==> src/rtl/bio_gpio_infilt.sv <==
// Pad input conditioning for the BIO gpio_in bus: synchroniser, per-pin glitch filter, edge events.
// Optional macro BIO_GPIO_EDGE_EN enables edge detection, pending flags and evt_irq.
module bio_gpio_infilt #(
    parameter int NPIN = 32,
    parameter int SYNC = 2,
    parameter int CNTW = 4
) (
    input  logic            fclk,
    input  logic            resetn,
    input  logic            cmatpg,
    input  logic [NPIN-1:0] pad_in,
    input  logic [NPIN-1:0] filt_en,
    input  logic [CNTW-1:0] filt_len,
    input  logic [NPIN-1:0] evt_clr,
    output logic [NPIN-1:0] gpio_in,
    output logic [NPIN-1:0] rise_evt,
    output logic [NPIN-1:0] fall_evt,
    output logic [NPIN-1:0] evt_pend,
    output logic            evt_irq
);

    logic [NPIN-1:0] sync_r [SYNC];
    logic [NPIN-1:0] sync_s;
    logic [NPIN-1:0] gpio_r;
    logic [NPIN-1:0] gpio_nxt_s;
    logic [CNTW-1:0] cnt_r     [NPIN];
    logic [CNTW-1:0] cnt_nxt_s [NPIN];

    // Synchroniser chain; stage 0 samples the raw pads.
    always_ff @(posedge fclk or negedge resetn) begin
        if (!resetn) begin
            for (int k = 0; k < SYNC; k++) begin
                sync_r[k] <= {NPIN{1'b0}};
            end
        end else begin
            sync_r[0] <= pad_in;
            for (int k = 1; k < SYNC; k++) begin
                sync_r[k] <= sync_r[k-1];
            end
        end
    end

    assign sync_s = sync_r[SYNC-1];

    // Consecutive-sample filter; >= lets a shortened filt_len release a long-running count at once.
    always_comb begin
        for (int i = 0; i < NPIN; i++) begin
            gpio_nxt_s[i] = gpio_r[i];
            cnt_nxt_s[i]  = {CNTW{1'b0}};
            if (cmatpg || !filt_en[i]) begin
                gpio_nxt_s[i] = sync_s[i];
            end else if (sync_s[i] == gpio_r[i]) begin
                cnt_nxt_s[i] = {CNTW{1'b0}};
            end else if (cnt_r[i] >= filt_len) begin
                gpio_nxt_s[i] = sync_s[i];
            end else begin
                cnt_nxt_s[i] = cnt_r[i] + {{(CNTW-1){1'b0}}, 1'b1};
            end
        end
    end

    // Filter state and conditioned level registers.
    always_ff @(posedge fclk or negedge resetn) begin
        if (!resetn) begin
            gpio_r <= {NPIN{1'b0}};
            for (int i = 0; i < NPIN; i++) begin
                cnt_r[i] <= {CNTW{1'b0}};
            end
        end else begin
            gpio_r <= gpio_nxt_s;
            for (int i = 0; i < NPIN; i++) begin
                cnt_r[i] <= cnt_nxt_s[i];
            end
        end
    end

    assign gpio_in = gpio_r;

`ifdef BIO_GPIO_EDGE_EN
    logic [NPIN-1:0] gpio_d_r;
    logic [NPIN-1:0] rise_r;
    logic [NPIN-1:0] fall_r;
    logic [NPIN-1:0] pend_r;
    logic            irq_r;

    // Edge pulses one cycle after the level changes; a pending set beats a same-cycle clear.
    always_ff @(posedge fclk or negedge resetn) begin
        if (!resetn) begin
            gpio_d_r <= {NPIN{1'b0}};
            rise_r   <= {NPIN{1'b0}};
            fall_r   <= {NPIN{1'b0}};
            pend_r   <= {NPIN{1'b0}};
            irq_r    <= 1'b0;
        end else begin
            gpio_d_r <= gpio_r;
            rise_r   <= gpio_r & ~gpio_d_r;
            fall_r   <= ~gpio_r & gpio_d_r;
            pend_r   <= (pend_r & ~evt_clr) | rise_r | fall_r;
            irq_r    <= |pend_r;
        end
    end

    assign rise_evt = rise_r;
    assign fall_evt = fall_r;
    assign evt_pend = pend_r;
    assign evt_irq  = irq_r;
`else
    logic [NPIN-1:0] pend_r;

    // Nothing can set this flag, so it stays zero; it only gives evt_clr a sink.
    always_ff @(posedge fclk or negedge resetn) begin
        if (!resetn) begin
            pend_r <= {NPIN{1'b0}};
        end else begin
            pend_r <= pend_r & ~evt_clr;
        end
    end

    assign rise_evt = {NPIN{1'b0}};
    assign fall_evt = {NPIN{1'b0}};
    assign evt_pend = pend_r;
    assign evt_irq  = 1'b0;
`endif

endmodule

==> config.mk <==
export PLATFORM = sky130hd
export DESIGN_NAME = bio_gpio_infilt
export DESIGN_NICKNAME = d
export VERILOG_FILES = /design/src/rtl/bio_gpio_infilt.sv
export SDC_FILE = /design/constraint.sdc
export NUM_CORES = 1
export LEC_CHECK = 0
export CAP_MARGIN = 15
export CORE_MARGIN = 2
export CORE_UTILIZATION = 59
export CTS_BUF_LIST = sky130_fd_sc_hd__clkbuf_2 sky130_fd_sc_hd__clkbuf_4 sky130_fd_sc_hd__clkbuf_8
export CTS_CLUSTER_DIAMETER = 100
export DETAILED_ROUTE_END_ITERATION = 12
export GPL_ROUTABILITY_DRIVEN = 0
export PLACE_DENSITY = 0.95
export SLEW_MARGIN = 15
export SYNTH_ARGS = -nofsm -noshare
export SYNTH_HDL_FRONTEND = slang
export SYNTH_SLANG_ARGS = --single-unit
==> constraint.sdc <==
create_clock -name fclk -period 3.7 [get_ports fclk]
set_clock_uncertainty 0.15 [all_clocks]
set_input_delay 0.74 -clock fclk [delete_from_list [all_inputs] [get_ports fclk]]
set_output_delay 0.74 -clock fclk [all_outputs]
set_load 0.05 [all_outputs]
==> results of run 1 <==
## per-layer routing
layer  up-vias  part of all wire  GRT usage
met5         -                 0          0
met4         0             0.039      0.103
met3        79             0.057     0.0509
met2       264              0.50      0.395
met1      4101              0.40      0.289
li1       3961                 -          -
## cell usage after synthesis
library cell / instances / share of area
mux2_2: 26 / 0.023
xor2_1: 64 / 0.044
a2111oi_4: 1 / 0.0022
inv_1: 68 / 0.020
nand2_1: 32 / 0.0095
buf_6: 3 / 0.0027
a211oi_4: 2 / 0.0032
dfrtp_1: 256 / 0.51
a211oi_1: 1 / 0.00059
nor2_1: 128 / 0.038
nand2b_1: 32 / 0.016
xnor2_1: 32 / 0.022
o21ai_1: 1 / 0.00040
o211ai_1: 32 / 0.019
nor2b_1: 32 / 0.016
a21oi_1: 32 / 0.013
buf_4: 65 / 0.039
a211oi_2: 28 / 0.028
ha_1: 160 / 0.16
nand3_1: 32 / 0.013
conb_1: 1 / 0.00030
o2111ai_1: 31 / 0.021
mux2_1: 6 / 0.0053
## per-stage QoR
stage	worst slack [ns]	area (sq um)	utilization
2_1_floorplan	1.05	12900	-
3_3_place_gp	0.825	14500	0.689
3_5_place_dp	0.774	14500	0.689
4_1_cts	0.973	15400	0.733
5_1_grt	0.946	15400	0.733
6_report	1.02	15400	0.733
## cell type report
| cell class | instances | area, sq um | area share |
|---|---|---|---|
| inverters | 68 | 255 | 0.0166 |
| repair buffers | 175 | 1770 | 0.115 |
| well taps | 275 | 344 | 0.0223 |
| clock buffers | 65 | 838 | 0.0544 |
| clock inverters | 10 | 81.3 | 0.00528 |
| multi-input cells | 737 | 5710 | 0.371 |
| flip-flops and latches | 256 | 6410 | 0.416 |
## sequential cells by signal (all words and copies together) (netlist names)
name	count
cnt_r	128
evt_pend	32
gpio_in	32
sync_r	32
sync_s	32
## report_power, final
group          total [W]  switching, W  internal [W]
Sequential       0.00297     0.0000774       0.00289
Combinational   0.000889      0.000571      0.000318
Clock            0.00262       0.00111       0.00152
## final timing paths
| check | startpoint | to | slack [ns] |
|---|---|---|---|
| min in group fclk | sync_r[56]$_DFF_PN0_ | sync_s[24]$_DFF_PN0_ | 0.19 |
| hold / removal | resetn | evt_pend[15]$_DFF_PN0_ | 0.008 |
| max in group asynchronous | resetn | sync_r[62]$_DFF_PN0_ | 2.57 |
| hold reg to reg | sync_r[56]$_DFF_PN0_ | sync_s[24]$_DFF_PN0_ | 0.19 |
| setup reg to reg | cnt_r[112]$_DFF_PN0_ | gpio_in[3]$_DFFE_PN0P_ | 1.78 |
| setup / recovery | gpio_in[16]$_DFFE_PN0P_ | gpio_in[16] | 1.02 |
## worst register-to-register path: cells and delay by family, from the launching register on
| family | cells | cell delay [ns] |
|---|---|---|
| AOI/OAI and AO/OA | 2 | 0.38 |
| DFF | 1 | 0.42 |
| and+or+nand+nor | 1 | 0.16 |
| adders and majority gates | 1 | 0.27 |
| muxes | 1 | 0.34 |
| buffers and inverters | 1 | 0.07 |
## cells by family (layout without fill, tap and decap cells)
kind of cell	after synthesis	count (layout)
buf+inv	136	318
mux	32	32
flops	256	256
xor+xnor	96	96
simple gates	256	256
compound gates	128	128
fa+ha+maj	160	160
other cells	1	65
==> metrics.txt, run 1 <==
vias per cell roughly 5.3; clk sinks ~260; Slew Limit Headroom 0.549; Pwr Total between 0.006 and 0.007 W; max frequency 373 MHz; XOR/XNOR share of the synthesized area 0.0664; Final TNS setup 0 ns; dpl cells 1511; global route overflow 0; Register-to-Register Path Depth 6; final WL roughly 25000 microns; vias in the first global route roughly 9000; Crit path depth 1; first-pass GRT wire length approximately 42000 microns; LEAKAGE 7.24 nW; Area growth syn-to-layout 21.8%; share of the clock period used by the worst path 0.724; standard-cell rows 53; CP arrival between 1.5 and 2 ns; initial antenna violation count 0; most common cell after layout, fill and taps aside dfrtp_1; Clk Latency, worst-skew pair 0.54 ns; fin crit period around 2.7 ns; largest net degree at the start of global routing 80; hold_buf cts 0; Cells after Synth around 1100; CP Capture Type primary output; Setup Viol. Count Final 0; H-Tree Depth 2; Routed Antenna Nets 0; Yosys cell types 23; final hold slack a little under 0.008 ns; Crit-path slowest cell clkdlybuf4s50_1; startpoint types flop; number of vias in the routed layout between 8000 and 9000; status finished, final reports clean; CTS tree yes; Post-CTS Setup Inserts 0; Post-Layout Cell Count roughly 1600; Final Hold Viols 0; DRT iter0 DRCs around 320; final max-slew violation count 0; Die Y-Extent around 150 microns; RSZ-0062 raised after global routing no; crit path max fanout 3; Ant. Diodes 0; Critical Path Max Stage Delay approximately 0.9 ns; commonest cells after routing, fill and taps aside dfrtp_1 (256), clkdlybuf4s50_1 (163), ha_1 (160), nor2_1 (128); Tightest Hold Check Type primary input to async pin; syn avg cell area between 10 and 15 sq um; fill count between 1000 and 1500; Nets approximately 1500; layout cell share with drive strength beyond 1 0.110; # port buffers approximately 170; worst path required time 2.81 ns; Worst Path Buf+Inv 1; Placeable Area roughly 21000 sq um; crit path kind flop to primary output; family with the most delay on the worst path buffers and inverters; die width ~150 microns; Root Driver clkbuf_8; post-synthesis mux area share 0.0285; drt pass-1 iters 4; register area share after synthesis 0.506; DP HPWL between 15000 and 20000 microns; largest family of logic cells by synthesized area adder cells; Die ar. 22600 sq um; Adder-Cell Fraction of Synth Area 0.158; DRC Markers 0; Max clock buf depth 3; Post-Synth Simple-Gate Area 0.0918; worst slew pin tran around 0.68 ns; Total GRT Usage 0.234; clock transition at the registers of the reported paths about 0.060 ns; CTS Buf Count 43; Yosys warnings 0; initial core utilization 0.602; post_cts resized 0; power per cell area about 420 nW/um^2; Max-cap violations 0; drt wl/cell between 15 and 20 microns; compound-cell area share of the yosys netlist 0.0871; flops & latches, synth 256; io pins 232; Cell Chain, Critical Path clkdlybuf4s50_1; peak supply drop 0.000272 V; Mapped Area roughly 13000 sq um
(Power assumes the default switching activity.)
==> inputs of run 2 (changes only) <==
CORE_UTILIZATION = 49   (was 59)
PLACE_DENSITY = 0.84   (was 0.95)
clock period = 2.3 ns   (was 3.7 ns; I/O delays follow)
==> run 2 against run 1 <==
Effect of this change:
- clock power rose by 56%
- total power rose by 58%
- via count fell by 2.5%
- highest routed layer unchanged
==> metrics.txt, run 2 (synthesized netlist as in run 1, its figures left out) <==
status finished, final reports clean; crit path kind flop to primary output; most common cell after layout, fill and taps aside dfrtp_1; # port buffers 166; Ant. Diodes 0; CP arrival between 1.5 and 2 ns; Final Hold Viols 0; vias in the first global route 8724; Max clock buf depth 3; RSZ-0062 raised after global routing no; commonest cells after routing, fill and taps aside dfrtp_1 (256), ha_1 (160), nor2_1 (128), clkdlybuf4s50_1 (99); Placeable Area around 25000 sq um; Root Driver clkbuf_8; max frequency between 400 and 500 MHz; Nets around 1600; CTS Buf Count 44; clk sinks between 200 and 300; layout cell share with drive strength beyond 1 0.119; final WL ~24000 microns; share of the clock period used by the worst path 0.921; Critical Path Max Stage Delay roughly 0.57 ns; Die Y-Extent 165 microns; power per cell area between 600 and 700 nW/um^2; family with the most delay on the worst path buffers and inverters; vias per cell approximately 5; Max-cap violations 0; Cell Chain, Critical Path dlygate4sd2_1; global route overflow 0; initial antenna violation count 0; Total GRT Usage 0.184; DP HPWL about 17000 microns; number of vias in the routed layout approximately 8200; Tightest Hold Check Type flop to flop; drt pass-1 iters 4; Post-CTS Setup Inserts 0; first-pass GRT wire length about 40000 microns; worst path required time between 1.5 and 2 ns; standard-cell rows 58; Clk Latency, worst-skew pair around 0.53 ns; max reg flops approximately 130; Crit-path slowest cell dlygate4sd2_1; Slew Limit Headroom 0.481; worst slew pin tran approximately 0.78 ns; initial core utilization 0.501; clock transition at the registers of the reported paths ~0.050 ns; drt wl/cell roughly 14 microns; Pwr Total between 0.01 and 0.015 W; startpoint types flop; crit path max fanout 3; Routed Antenna Nets 0; Setup Viol. Count Final 0; io pins 232; LEAKAGE between 7 and 8 nW; H-Tree Depth 2; CTS tree yes; die width around 160 microns; DRT iter0 DRCs 288; largest register by flop count cnt_r; final max-slew violation count 0; DRC Markers 0; Area growth syn-to-layout 22.8%; Die ar. around 27000 sq um; largest net degree at the start of global routing 61; Worst Path Buf+Inv 1; Final TNS setup 0 ns; peak supply drop roughly 0.00047 V; CP Capture Type primary output; fin crit period around 2.1 ns
==> run 2: changes by cell type in the layout (fill, tap and decap cells not counted), moves of 2 or more <==
cell,change
clkdlybuf4s50_1,-64
dlygate4sd2_1,+62
buf_12,+7
buf_4,+4
clkbuf_4,+4
clkinv_2,-4
clkinv_1,-3
clkinvlp_4,+2
inv_2,+2
==> run 2: stage by stage <==
step / worst slack (ns) / cell area (sq um) / utilization / instances / hold WS, ns
3_3_place_gp: -0.309 / 14700 / 0.583 / 1575 / 0.182
4_1_cts: 0.123 / 15500 / 0.615 / 1650 / 0.175
5_1_grt: 0.0935 / 15500 / 0.615 / 1650 / 0.183
3_5_place_dp: -0.386 / 14700 / 0.583 / 1575 / 0.185
2_1_floorplan: 0.0464 / 12900 / - / 1129 / 0.0144
6_report: 0.181 / 15500 / 0.615 / 1650 / 0.194
==> run 2: power breakdown <==
part           internal [W]  switching [W]  leakage, nW  total (W)
clock               0.00235        0.00174        0.471    0.00409
combinational      0.000503       0.000905         3.69    0.00141
sequential          0.00466       0.000118         3.34    0.00477
==> run 2: area by class of cell <==
class	instances	area [sq um]
multi-input cells	737	5710
flip-flops and latches	256	6410
well taps	330	413
fillers	1989	9720
repair buffers	185	1860
clock buffers	68	855
clock inverters	6	38.8
inverters	68	259
==> run 2: metal layers <==
metal / vias to the layer above / global-route usage / wire [microns] / share of wire
li1: 3981 / - / - / -
met1: 3981 / 0.221 / 9910 / 0.42
met2: 190 / 0.324 / 11900 / 0.50
met3: 42 / 0.0462 / 1370 / 0.058
met4: 0 / 0.0577 / 458 / 0.019
met5: - / 0 / 0 / 0
==> run 2: worst paths after layout <==
kind,from,endpoint,slack (ns),cells after the start
min,sync_r[36]$_DFF_PN0_,sync_s[4]$_DFF_PN0_,0.19,0
max,gpio_in[4]$_DFFE_PN0P_,gpio_in[4],0.18,1
min in group asynchronous,resetn,evt_pend[13]$_DFF_PN0_,0.34,2
max in group asynchronous,resetn,cnt_r[1]$_DFF_PN0_,0.99,3
min reg2reg,sync_r[36]$_DFF_PN0_,sync_s[4]$_DFF_PN0_,0.19,0
max reg2reg,cnt_r[104]$_DFF_PN0_,gpio_in[5]$_DFFE_PN0P_,0.50,6
==> run 2: repair_timing <==
item                       4_1_cts  5_1_grt
hold buffers                     1        0
resized for setup               62        0
setup endpoints to repair       62        0
hold endpoints to repair        53        0
